### config.mk
export PLATFORM = sky130hd
export DESIGN_NAME = bp_fe_fetch_queue
export DESIGN_NICKNAME = d
export VERILOG_FILES = /design/src/rtl/bp_fe_fetch_queue.sv
export SDC_FILE = /design/constraint.sdc
export NUM_CORES = 1
export LEC_CHECK = 0
export ABC_AREA = 1
export CORE_MARGIN = 1.5
export CORE_UTILIZATION = 40
export DETAILED_ROUTE_END_ITERATION = 12
export GPL_TIMING_DRIVEN = 0
export HOLD_SLACK_MARGIN = 0.05
export PLACE_DENSITY = 0.68
export SLEW_MARGIN = 5
export SYNTH_ARGS = -nofsm -noshare
export SYNTH_HDL_FRONTEND = slang
export SYNTH_SLANG_ARGS = --single-unit
### constraint.sdc
create_clock -name clk_i -period 7.78 [get_ports clk_i]
set_clock_uncertainty 0.1 [all_clocks]
set_input_delay 1.556 -clock clk_i [delete_from_list [all_inputs] [get_ports clk_i]]
set_output_delay 1.556 -clock clk_i [all_outputs]
set_load 0.03 [all_outputs]
### src/rtl/bp_fe_fetch_queue.sv
// Registered multi-entry FIFO between pc_gen and the BE-facing FE queue port.
// Supports whole-queue flush and poisoning of the entry accepted in the previous cycle.
module bp_fe_fetch_queue #(
  parameter int entry_width_p       = 64,
  parameter int els_p               = 8,
  parameter int almost_full_slack_p = 2,
  localparam int lg_els_lp          = (els_p > 1) ? $clog2(els_p) : 1,
  localparam int count_width_lp     = $clog2(els_p + 1)
) (
  input  logic                      clk_i,
  input  logic                      reset_i,
  input  logic                      flush_i,
  input  logic                      poison_tail_i,
  input  logic [entry_width_p-1:0]  data_i,
  input  logic                      v_i,
  output logic                      ready_o,
  output logic [entry_width_p-1:0]  data_o,
  output logic                      v_o,
  input  logic                      ready_i,
  output logic [count_width_lp-1:0] count_o,
  output logic                      almost_full_o
);

  localparam logic [lg_els_lp-1:0]      last_idx_lp  = lg_els_lp'(els_p - 1);
  localparam logic [count_width_lp-1:0] els_cnt_lp   = count_width_lp'(els_p);
  localparam logic [count_width_lp-1:0] af_thresh_lp = count_width_lp'(els_p - almost_full_slack_p);
  localparam logic [count_width_lp-1:0] one_cnt_lp   = count_width_lp'(1);

  logic [entry_width_p-1:0]  mem_q [els_p];
  logic [lg_els_lp-1:0]      rd_ptr_q, rd_ptr_d;
  logic [lg_els_lp-1:0]      wr_ptr_q, wr_ptr_d;
  logic [count_width_lp-1:0] count_q, count_d;
  logic                      last_enq_v_q, last_enq_v_d;

  logic                 enq, deq, poison_eff;
  logic [lg_els_lp-1:0] wr_addr;

  // Explicit compare so non-power-of-two depths wrap correctly.
  function automatic logic [lg_els_lp-1:0] ptr_inc(input logic [lg_els_lp-1:0] p);
    return (p == last_idx_lp) ? '0 : p + lg_els_lp'(1);
  endfunction

  function automatic logic [lg_els_lp-1:0] ptr_dec(input logic [lg_els_lp-1:0] p);
    return (p == '0) ? last_idx_lp : p - lg_els_lp'(1);
  endfunction

  assign ready_o       = (count_q != els_cnt_lp) & ~flush_i;
  // A lone head that is being poisoned must never be handed to the BE.
  assign v_o           = (count_q != '0) & ~flush_i
                         & ~(poison_tail_i & last_enq_v_q & (count_q == one_cnt_lp));
  assign data_o        = mem_q[rd_ptr_q];
  assign count_o       = count_q;
  assign almost_full_o = (count_q >= af_thresh_lp);

  assign enq        = v_i & ready_o;
  assign deq        = v_o & ready_i;
  assign poison_eff = poison_tail_i & last_enq_v_q & ~flush_i;
  assign wr_addr    = poison_eff ? ptr_dec(wr_ptr_q) : wr_ptr_q;

  always_comb begin
    rd_ptr_d     = rd_ptr_q;
    wr_ptr_d     = wr_ptr_q;
    count_d      = count_q;
    last_enq_v_d = enq & ~flush_i;
    if (flush_i) begin
      rd_ptr_d = '0;
      wr_ptr_d = '0;
      count_d  = '0;
    end else begin
      if (deq) rd_ptr_d = ptr_inc(rd_ptr_q);
      case ({poison_eff, enq})
        2'b01:   wr_ptr_d = ptr_inc(wr_ptr_q);
        2'b10:   wr_ptr_d = ptr_dec(wr_ptr_q);
        default: wr_ptr_d = wr_ptr_q;
      endcase
      count_d = count_q + count_width_lp'(enq) - count_width_lp'(deq)
                - count_width_lp'(poison_eff);
    end
  end

  always_ff @(posedge clk_i or posedge reset_i) begin
    if (reset_i) begin
      rd_ptr_q     <= '0;
      wr_ptr_q     <= '0;
      count_q      <= '0;
      last_enq_v_q <= 1'b0;
    end else begin
      rd_ptr_q     <= rd_ptr_d;
      wr_ptr_q     <= wr_ptr_d;
      count_q      <= count_d;
      last_enq_v_q <= last_enq_v_d;
    end
  end

  // Storage carries no reset so it can map onto distributed/block RAM.
  always_ff @(posedge clk_i) begin
    if (enq) mem_q[wr_addr] <= data_i;
  end

`ifndef SYNTHESIS
  always_ff @(posedge clk_i) begin
    if (!reset_i) begin
      assert (!(enq && (count_q == els_cnt_lp)))
        else $error("enqueue while full");
      assert (count_q <= els_cnt_lp)
        else $error("occupancy above depth");
    end
  end
`endif

endmodule

==> flow_metrics.py, run 1 <==
metrics = {
    "sta": {
        "rsz0062_at_grt": "no",
        "timing.fmax_ghz": 0.1979,
        "drv_slew": 0,
        "fin_setup_tns_ps": 0,
        "relSlewSlack_pct": 36.94,
        "min_period_ps": 5054,
        "whs_ps": 458.5,
        "max_slew.worst_pin.slew_ps": 943.7,
        "finalCritPeriodShare_pct": 64.96,
        "setup_violations": 0,
        "finalHoldViolations": 0,
    },
    "die": {
        "core_sq_mm": 0.05141,
        "die_h_um": 231.3,
        "rows": 83,
        "start_util_pct": 40.57,
        "io_pins": 141,
        "die_area_sq_mm": 0.05352,
        "dieWidth_um": 231.3,
    },
    "synth": {
        "synth_xor_area_share_pct": 0.04200,
        "synth_cell_type_count": 24,
        "synthSimpleGateAreaFrac_pct": 11.61,
        "synth_cells": 1694,
        "synth_area_leaders": "edfxtp_1, o21ai_0, nor2_1, nand2_1, o21ai_1",
        "yosysWarnings": 0,
        "mappedNetlistArea_sq_mm": 0.02086,
        "ys_ff_latch": 523,
        "synth_fa_ha_area_share_pct": 0.8519,
        "synth_top_area_cell": "edfxtp_1",
        "synth_compound_area_share_pct": 9.563,
        "synthMuxAreaShare_pct": 0,
        "synth_top_family_by_area": "simple AND/OR/NAND/NOR gates",
        "syn_nets": 1777,
        "syn_avg_cell_area_sq_um": 12.31,
        "synth_seq_area_share_pct": 75.04,
        "synth_top_area_share_pct": 73.72,
    },
    "clocking": {
        "cts_tree": "done",
        "clk_pin_slew_ps": 60,
        "cts_made_buffers": 54,
        "post_cts_resized": 0,
        "postCtsHoldBufs": 0,
        "cts_setup_buffers": 0,
        "htreeDepth": 2,
        "cts_num_sinks": 523,
        "insertion_delay_ps": 590,
        "clockBufferDepth": 3,
        "root_buffer": "clkbuf_16",
    },
    "critical_path": {
        "cp-endpoint": "data_o[45]",
        "cp.arrival_ps": 3400,
        "reg2reg_from": "count_o[2]",
        "worstSetupEndpointType": "output port",
        "crit_path_max_fanout": 10,
        "cp-start-kind": "flop",
        "reg2reg_slack_ps": 4550,
        "critPathLaunch": "rd_ptr_q[0]",
        "r2r_end": "mem_q[2][32]",
        "reg2reg_depth": 8,
        "cp.required_ps": 6120,
        "path_class": "reg2out",
    },
    "detailed_routing": {
        "drc": 0,
        "first_iter_violations": 1144,
        "firstDrtPassIters": 5,
        "wl_per_cell_um": 20.06,
        "wl_um": 52970,
        "vias": 13770,
        "antenna_left": 0,
        "via_per_inst": 5.215,
    },
    "global_routing": {
        "grt_remaining_overflow": 0,
        "grt_start_max_net_pins": 27,
        "grt_pass1_wl_um": 81430,
        "grtUsageMet2_pct": 32.76,
        "grtUsageTotal_pct": 19.95,
        "use_met3_pct": 3.851,
        "grt.busiest_layer": "met2",
        "grtUsageMet1_pct": 26.81,
        "grt_pass1_vias": 13950,
        "antenna_found_initial": 6,
    },
    "final_layout": {
        "fin_area_sq_mm": 0.02536,
        "synthToLayoutAreaGrowth_pct": 21.61,
        "fillers": 4404,
        "fin_util_pct": 49.34,
        "final_nets": 1993,
        "drive_gt1_share_pct": 7.008,
    },
    "power_and_ir_drop": {
        "peakVddDrop_v": 0.0001673,
        "leakagePower_nw": 8.675,
        "p_per_area_mw_per_mm2": 345.6,
    },
    "placed_design": {
        "dp_hpwl_um": 34100,
        "placed_area_sq_mm": 0.02364,
        "place_congestion": 0.7946,
        "port_buffers": 140,
    },
    "run": {
        "maxCapViolations": 0,
    },
    "outcome": {
        "status": "finished clean",
    },
    "hold_path": {
        "worstHoldStart": "wr_ptr_q[1]",
        "holdCritPathClass": "reg2reg",
    },
}
[worst max-delay path: stages (launching register included)]
cell and delay (ps):
dfrtp_1 520, inv_2 220, buf_6 200, buf_6 180, clkbuf_1 460, nor2_1 80, o21ai_0 210, nand2_1 130
nand2_1 100, clkdlybuf4s50_1 690
[area by class of cell]
| class | instances | area [sq um] | area share [%] |
|---|---|---|---|
| clock inverter | 24 | 212.7 | 0.8387 |
| timing repair buffer | 160 | 1869 | 7.370 |
| inverter | 21 | 78.83 | 0.3108 |
| tap | 680 | 850.8 | 3.355 |
| clock buffer | 77 | 1501 | 5.920 |
| antenna | 5 | 12.51 | 0.04933 |
| sequential | 523 | 15650 | 61.71 |
| buffer | 100 | 524.3 | 2.067 |
| multi-input combinational | 1050 | 4662 | 18.38 |
[worst min path at each step]
stage | end | cells past startpoint
floorplan | wr_ptr_q[1] | 2
global placement | wr_ptr_q[2] | 2
CTS | wr_ptr_q[1] | 2
global route | wr_ptr_q[1] | 2
finish | wr_ptr_q[1] | 2
detailed placement | wr_ptr_q[1] | 2
[synth_stat cells]
library cell	number
a21oi_1	4
a31oi_1	2
buf_1	10
buf_12	1
buf_2	19
buf_4	8
buf_6	6
buf_8	3
clkbuf_1	53
dfrtp_1	11
edfxtp_1	512
fa_1	2
ha_1	11
inv_1	20
inv_2	1
nand2_1	223
nand3_1	12
nand4_1	1
nor2_1	399
nor3b_1	1
o21ai_0	304
o21ai_1	88
or2_2	2
xor2_1	1
[placed cells by master (no fill, tap or decap), types with 2 or more instances in the layout]
master           Yosys  routed
clkinv_2             0       5
or2_2                2       2
clkinv_1             0      12
nand2_1            223     223
fa_1                 2       2
buf_6                6       6
bufinv_16            0       4
clkbuf_16            0      57
dfrtp_1             11      11
clkdlybuf4s50_1      0     140
ha_1                11      11
clkinvlp_4           0       3
buf_12               1      12
edfxtp_1           512     512
buf_1               10      10
o21ai_1             88      88
a21oi_1              4       4
buf_4                8       8
buf_8                3       3
buf_2               19      19
nor2_1             399     391
inv_1               20      20
nor2_4               0       8
nand3_1             12      12
a31oi_1              2       2
clkbuf_1            53      73
diode_2              0       5
buf_16               0       9
o21ai_0            304     304
[metal layers]
| metal | up-vias | share of wire, % |
|---|---|---|
| met4 | 6 | 2.1 |
| met5 | - | 0.070 |
| met1 | 6733 | 42 |
| met3 | 88 | 7.2 |
| li1 | 6416 | - |
| met2 | 524 | 48 |
[power breakdown]
| part | switching [mW] | total, mW | leakage [nW] | internal, mW |
|---|---|---|---|---|
| combinational | 1.97 | 2.95 | 3.08 | 0.983 |
| sequential | 0.0498 | 3.31 | 4.77 | 3.26 |
| clock | 1.04 | 2.51 | 0.821 | 1.47 |
| total | 3.06 | 8.77 | 8.68 | 5.71 |
[sequential cells by signal, summed over array words and instances (netlist names)]
register and cells:
count_o 4, wr_ptr_q 3, rd_ptr_q 3, last_enq_v_q 1, mem_q 512
[cell families (layout without fill, tap and decap cells)]
logic type                 after synthesis  after routing
xor gates and xnor gates                 1              1
DFF                                    523            523
buffers and inverters                  121            382
and+or+nand+nor                        638            638
AOI/OAI and AO/OA                      398            398
other                                    0              5
adders and majority gates               13             13
[through the flow]
step / setup WS, ps / cells / power, mW
after floorplan: 2104 / 1694 / 5.119
after global placement: -843.7 / 2514 / 6.245
after detailed placement: 2926 / 2534 / 6.321
after CTS: 2685 / 2635 / 8.819
after global routing: 2525 / 2638 / 9.213
final: 2726 / 2640 / 8.765
Note: power is estimated with default switching activity, not from simulation.
==> run 2, diff against run 1 <==
--- a/config.mk
+++ b/config.mk
@@ -11,7 +11,7 @@
 export DETAILED_ROUTE_END_ITERATION = 12
 export GPL_TIMING_DRIVEN = 0
 export HOLD_SLACK_MARGIN = 0.05
-export PLACE_DENSITY = 0.68
+export PLACE_DENSITY = 0.7
 export SLEW_MARGIN = 5
 export SYNTH_ARGS = -nofsm -noshare
 export SYNTH_HDL_FRONTEND = slang
==> constraint.sdc (replaced) <==
create_clock -name clk_i -period 4.43 [get_ports clk_i]
set_clock_uncertainty 0.1 [all_clocks]
set_input_delay 0.886 -clock clk_i [delete_from_list [all_inputs] [get_ports clk_i]]
set_output_delay 0.886 -clock clk_i [all_outputs]
set_load 0.03 [all_outputs]
==> flow_metrics.py, run 2 (synthesized netlist as in run 1, its figures left out) <==
metrics = {
    "critical_path": {
        "slowest_stage": "clkdlybuf4s50_1",
        "cp-start-kind": "flop",
        "crit_chain": "inv_2 > buf_6 > buf_6 > buf_2 > nor2_1 > o21ai_0 > nand2_1 > nand2_1 > clkdlybuf4s50_1",
        "worstSetupEndpointType": "output port",
        "crit_path_max_fanout": 10,
        "max_stage_delay_ps": 710,
        "cp.arrival_ps": 3300,
        "cp.required_ps": 3440,
        "r2r_end": "mem_q[6][40]",
        "reg2reg_depth": 10,
        "path_class": "reg2out",
        "reg2reg_from": "wr_ptr_q[0]",
        "reg2reg_slack_ps": 1200,
    },
    "die": {
        "core_sq_mm": 0.05141,
        "die_h_um": 231.3,
        "start_util_pct": 40.57,
        "die_area_sq_mm": 0.05352,
        "io_pins": 141,
        "dieWidth_um": 231.3,
        "rows": 83,
    },
    "final_layout": {
        "fillers": 4348,
        "synthToLayoutAreaGrowth_pct": 22.47,
        "max_flop_register": "mem_q",
        "drive_gt1_share_pct": 7.945,
        "largest_register_ffs": 512,
        "final_cell_mix": "edfxtp_1, nor2_1, o21ai_0",
        "final_common_cell": "edfxtp_1",
        "final_nets": 1992,
    },
    "global_routing": {
        "grt_pass1_vias": 13810,
        "grt_pass1_wl_um": 80960,
        "grtUsageMet1_pct": 26.28,
        "grt.busiest_layer": "met2",
        "grtUsageMet2_pct": 33.38,
        "grt_remaining_overflow": 0,
        "antenna_found_initial": 4,
        "grtUsageTotal_pct": 19.80,
        "use_met3_pct": 3.199,
        "grt_start_max_net_pins": 26,
    },
    "sta": {
        "drv_slew": 0,
        "worst_slack_ps": 144.2,
        "rsz0062_at_grt": "no",
        "fin_setup_tns_ps": 0,
        "relSlewSlack_pct": 38.43,
        "finalCritPeriodShare_pct": 96.74,
        "timing.fmax_ghz": 0.2333,
        "min_period_ps": 4286,
        "finalHoldViolations": 0,
        "max_slew.worst_pin.slew_ps": 921.3,
        "setup_violations": 0,
        "whs_ps": 473.4,
    },
    "detailed_routing": {
        "wl_um": 52850,
        "first_iter_violations": 1359,
        "vias": 13870,
        "drc": 0,
        "wl_per_cell_um": 20.06,
        "firstDrtPassIters": 5,
        "via_per_inst": 5.264,
        "antenna_left": 0,
    },
    "clocking": {
        "cts_tree": "done",
        "insertion_delay_ps": 600,
        "cts_setup_buffers": 0,
        "clk_pin_slew_ps": 70,
        "root_buffer": "clkbuf_16",
        "cts_num_sinks": 523,
        "htreeDepth": 2,
        "clockBufferDepth": 3,
        "postCtsHoldBufs": 0,
        "cts_made_buffers": 53,
    },
    "hold_path": {
        "holdCritPathClass": "reg2reg",
        "hold_depth": 2,
        "whs_endpoint": "wr_ptr_q[2]",
        "worstHoldStart": "wr_ptr_q[2]",
    },
    "outcome": {
        "status": "finished clean",
    },
    "power_and_ir_drop": {
        "p_per_area_mw_per_mm2": 615.9,
        "p_total_mw": 15.73,
        "peakVddDrop_v": 0.0004109,
        "leakagePower_nw": 8.797,
    },
    "run": {
        "maxCapViolations": 0,
    },
    "placed_design": {
        "port_buffers": 140,
        "pre_cts_ws_ps": 318.9,
        "dp_hpwl_um": 34250,
        "place_congestion": 0.8272,
    },
}
## run 2: cell count changes in the layout (fill, tap and decap cells not counted), sizes merged
| cell | before | now |
|---|---|---|
| clkbuf | 130 | 116 |
| bufinv | 4 | 10 |
| inv | 21 | 25 |
| buf | 67 | 69 |
| clkinvlp | 3 | 1 |
| diode | 5 | 3 |
| clkdlybuf4s50 | 140 | 139 |
| dlymetal6s2s | 0 | 1 |
## run 2: per-stage QoR
step                area, sq um  util, %  std cells
floorplan                 20860        -       1694
global placement          23110    44.95       2514
detailed placement        23700    46.10       2536
CTS                       25530    49.66       2632
global route              25540    49.68       2633
finish                    25540    49.68       2634
## run 2: layout make-up
cell class | instances | area [sq um] | share of cell area [%]
inverter | 21 | 78.83 | 0.3086
multi-input combinational | 1050 | 4662 | 18.25
clock buffer | 65 | 1401 | 5.487
tap | 680 | 850.8 | 3.331
buffer | 98 | 521.8 | 2.043
timing repair buffer | 162 | 1934 | 7.574
clock inverter | 32 | 434.2 | 1.700
sequential | 523 | 15650 | 61.27
antenna | 3 | 7.507 | 0.02939
## run 2: where the power goes
| part | switching (mW) | internal, mW | leakage (nW) |
|---|---|---|---|
| sequential | 0.0896 | 5.72 | 4.77 |
| combinational | 3.48 | 1.74 | 3.13 |
| clock | 1.86 | 2.84 | 0.900 |
| total | 5.44 | 10.3 | 8.80 |
## run 2: how the worst max path moves through the flow
stage	start	end	slack, ps	cells past startpoint
6_report	rd_ptr_q[0]	data_o[63]	140	9
2_1_floorplan	flush_i	mem_q[2][0]	-580	5
4_1_cts	rd_ptr_q[0]	data_o[30]	50	9
3_3_place_gp	flush_i	mem_q[3][23]	-3600	7
3_5_place_dp	flush_i	mem_q[6][40]	320	8
5_1_grt	rd_ptr_q[0]	data_o[2]	3	9
## run 2: critical path: cells and delay by family, from the launching register on
family                 cells  cell delay [ps]
AND/OR/NAND/NOR            3              340
flip-flops                 1              530
buffers and inverters      5             1630
AO/OA/AOI/OAI              1              160
## run 2: layer usage
metal,part of all wire (%),wire [um],vias to the layer above
met2,49,26120,533
met1,41,21680,6805
met4,2.2,1173,2
met3,7.3,3858,93
met5,0.019,10,-
li1,-,-,6432
## run 2: what timing repair did
action | in CTS | in global routing
gates cloned | 0 | 0
pin swaps | 0 | 0
setup endpoints to repair | 3 | 25
gates resized for setup | 0 | 9
==> run 3, diff against run 2 <==
--- a/config.mk
+++ b/config.mk
@@ -6,10 +6,11 @@
 export NUM_CORES = 1
 export LEC_CHECK = 0
 export ABC_AREA = 1
+export CAP_MARGIN = 40
 export CORE_MARGIN = 1.5
 export CORE_UTILIZATION = 40
 export DETAILED_ROUTE_END_ITERATION = 12
-export GPL_TIMING_DRIVEN = 0
+export GPL_TIMING_DRIVEN = 1
 export HOLD_SLACK_MARGIN = 0.05
 export PLACE_DENSITY = 0.7
 export SLEW_MARGIN = 5
==> flow_metrics.py, run 3 (synthesized netlist as in run 1, its figures left out) <==
metrics = {
    "critical_path": {
        "reg2reg_slack_ps": 1660,
        "r2r_end": "count_o[3]",
        "cp.required_ps": 3440,
        "cp.arrival_ps": 3050,
        "worstSetupEndpointType": "output port",
        "reg2reg_from": "count_o[2]",
        "crit_path_max_fanout": 46,
        "reg2reg_depth": 13,
        "path_class": "reg2out",
        "cp-start-kind": "flop",
    },
    "sta": {
        "max_slew.worst_pin.slew_ps": 659.8,
        "finalCritPeriodShare_pct": 91.21,
        "relSlewSlack_pct": 56.01,
        "finalHoldViolations": 0,
        "worst_slack_ps": 389.3,
        "timing.fmax_ghz": 0.2475,
        "min_period_ps": 4041,
        "fin_setup_tns_ps": 0,
        "rsz0062_at_grt": "no",
        "drv_slew": 0,
        "setup_violations": 0,
    },
    "clocking": {
        "cts_tree": "done",
        "clk_pin_slew_ps": 60,
        "cts_made_buffers": 52,
        "postCtsHoldBufs": 0,
        "cts_setup_buffers": 0,
        "clockBufferDepth": 3,
        "insertion_delay_ps": 580,
        "post_cts_resized": 0,
        "root_buffer": "clkbuf_16",
        "htreeDepth": 2,
        "cts_num_sinks": 523,
    },
    "hold_path": {
        "hold_depth": 2,
        "holdCritPathClass": "reg2reg",
        "worstHoldStart": "wr_ptr_q[1]",
        "whs_endpoint": "wr_ptr_q[1]",
    },
    "final_layout": {
        "fillers": 4357,
        "final_cells": 2542,
        "final_common_cell": "edfxtp_1",
        "fin_area_sq_mm": 0.02474,
        "final_nets": 1900,
        "final_cell_mix": "edfxtp_1, nor2_1, o21ai_0",
        "drive_gt1_share_pct": 6.401,
        "synthToLayoutAreaGrowth_pct": 18.63,
        "largest_register_ffs": 512,
        "max_flop_register": "mem_q",
    },
    "detailed_routing": {
        "firstDrtPassIters": 5,
        "antenna_left": 0,
        "first_iter_violations": 1072,
        "wl_per_cell_um": 18.04,
        "drc": 0,
        "wl_um": 45870,
        "vias": 12920,
        "via_per_inst": 5.081,
    },
    "run": {
        "maxCapViolations": 0,
    },
    "global_routing": {
        "antenna_found_initial": 4,
        "grt_start_max_net_pins": 130,
        "grtUsageTotal_pct": 17.21,
        "grt_pass1_vias": 12870,
        "grt_remaining_overflow": 0,
        "grt_pass1_wl_um": 71950,
    },
    "placed_design": {
        "pre_cts_ws_ps": 588.8,
        "placed_cells": 2443,
        "dp_hpwl_um": 24780,
        "placed_area_sq_mm": 0.02310,
        "port_buffers": 140,
        "place_congestion": 0.7931,
    },
    "power_and_ir_drop": {
        "leakagePower_nw": 8.414,
        "p_per_area_mw_per_mm2": 595.5,
        "peakVddDrop_v": 0.0004350,
    },
    "die": {
        "start_util_pct": 40.57,
        "die_area_sq_mm": 0.05352,
        "die_h_um": 231.3,
        "core_sq_mm": 0.05141,
        "io_pins": 141,
        "dieWidth_um": 231.3,
        "rows": 83,
    },
    "outcome": {
        "status": "finished clean",
    },
}
## run 3: layout make-up
type                       count  area [sq um]  area share (%)
timing repair buffer         169          1844           7.454
clock inverter                36         281.5           1.138
clock buffer                  60          1353           5.467
sequential                   523         15660           63.29
multi-input combinational   1050          4662           18.84
tap                          680         850.8           3.439
inverter                      21         83.83          0.3388
antenna                        3         7.507         0.03034
## run 3: worst max path at each step
| stage | start | to | slack [ps] | cells after the start |
|---|---|---|---|---|
| detailed placement | flush_i | count_o[3] | 590 | 10 |
| global placement | flush_i | count_o[3] | 600 | 10 |
| CTS | rd_ptr_q[1] | data_o[10] | 360 | 6 |
| finish | rd_ptr_q[1] | data_o[12] | 390 | 6 |
| floorplan | flush_i | mem_q[2][0] | -580 | 5 |
| global route | rd_ptr_q[1] | data_o[11] | 190 | 6 |
## run 3: metrics by stage
step                      util, %  power (mW)  hold slack, ps
after CTS                   48.11       14.86           452.7
final                       48.13       14.73           449.1
after global placement      44.94       10.54           429.2
after detailed placement    44.94       10.63           443.2
after global routing        48.12       15.52           481.3
after floorplan                 -       8.991           401.5
## run 3: routing by layer
layer  GRT usage, %  vias up  wire length (um)
met1          22.96     6287             20110
met4          4.739        2               912
met3          3.408       74              2474
li1               -     6233                 -
met5              0        -                 9
met2          28.65      321             22360
## run 3: report_power, final
part / switching, mW / internal [mW] / leakage (nW) / total (mW)
sequential: 0.119 / 5.72 / 4.76 / 5.84
combinational: 3.09 / 1.58 / 2.84 / 4.67
clock: 1.81 / 2.42 / 0.806 / 4.23
## run 3: worst max-delay path: stages, from the launching register on
cell	delay (ps)
dfrtp_4	800
buf_4	470
o21ai_0	170
o21ai_1	160
nand2_1	90
nand2_1	70
clkdlybuf4s50_1	670
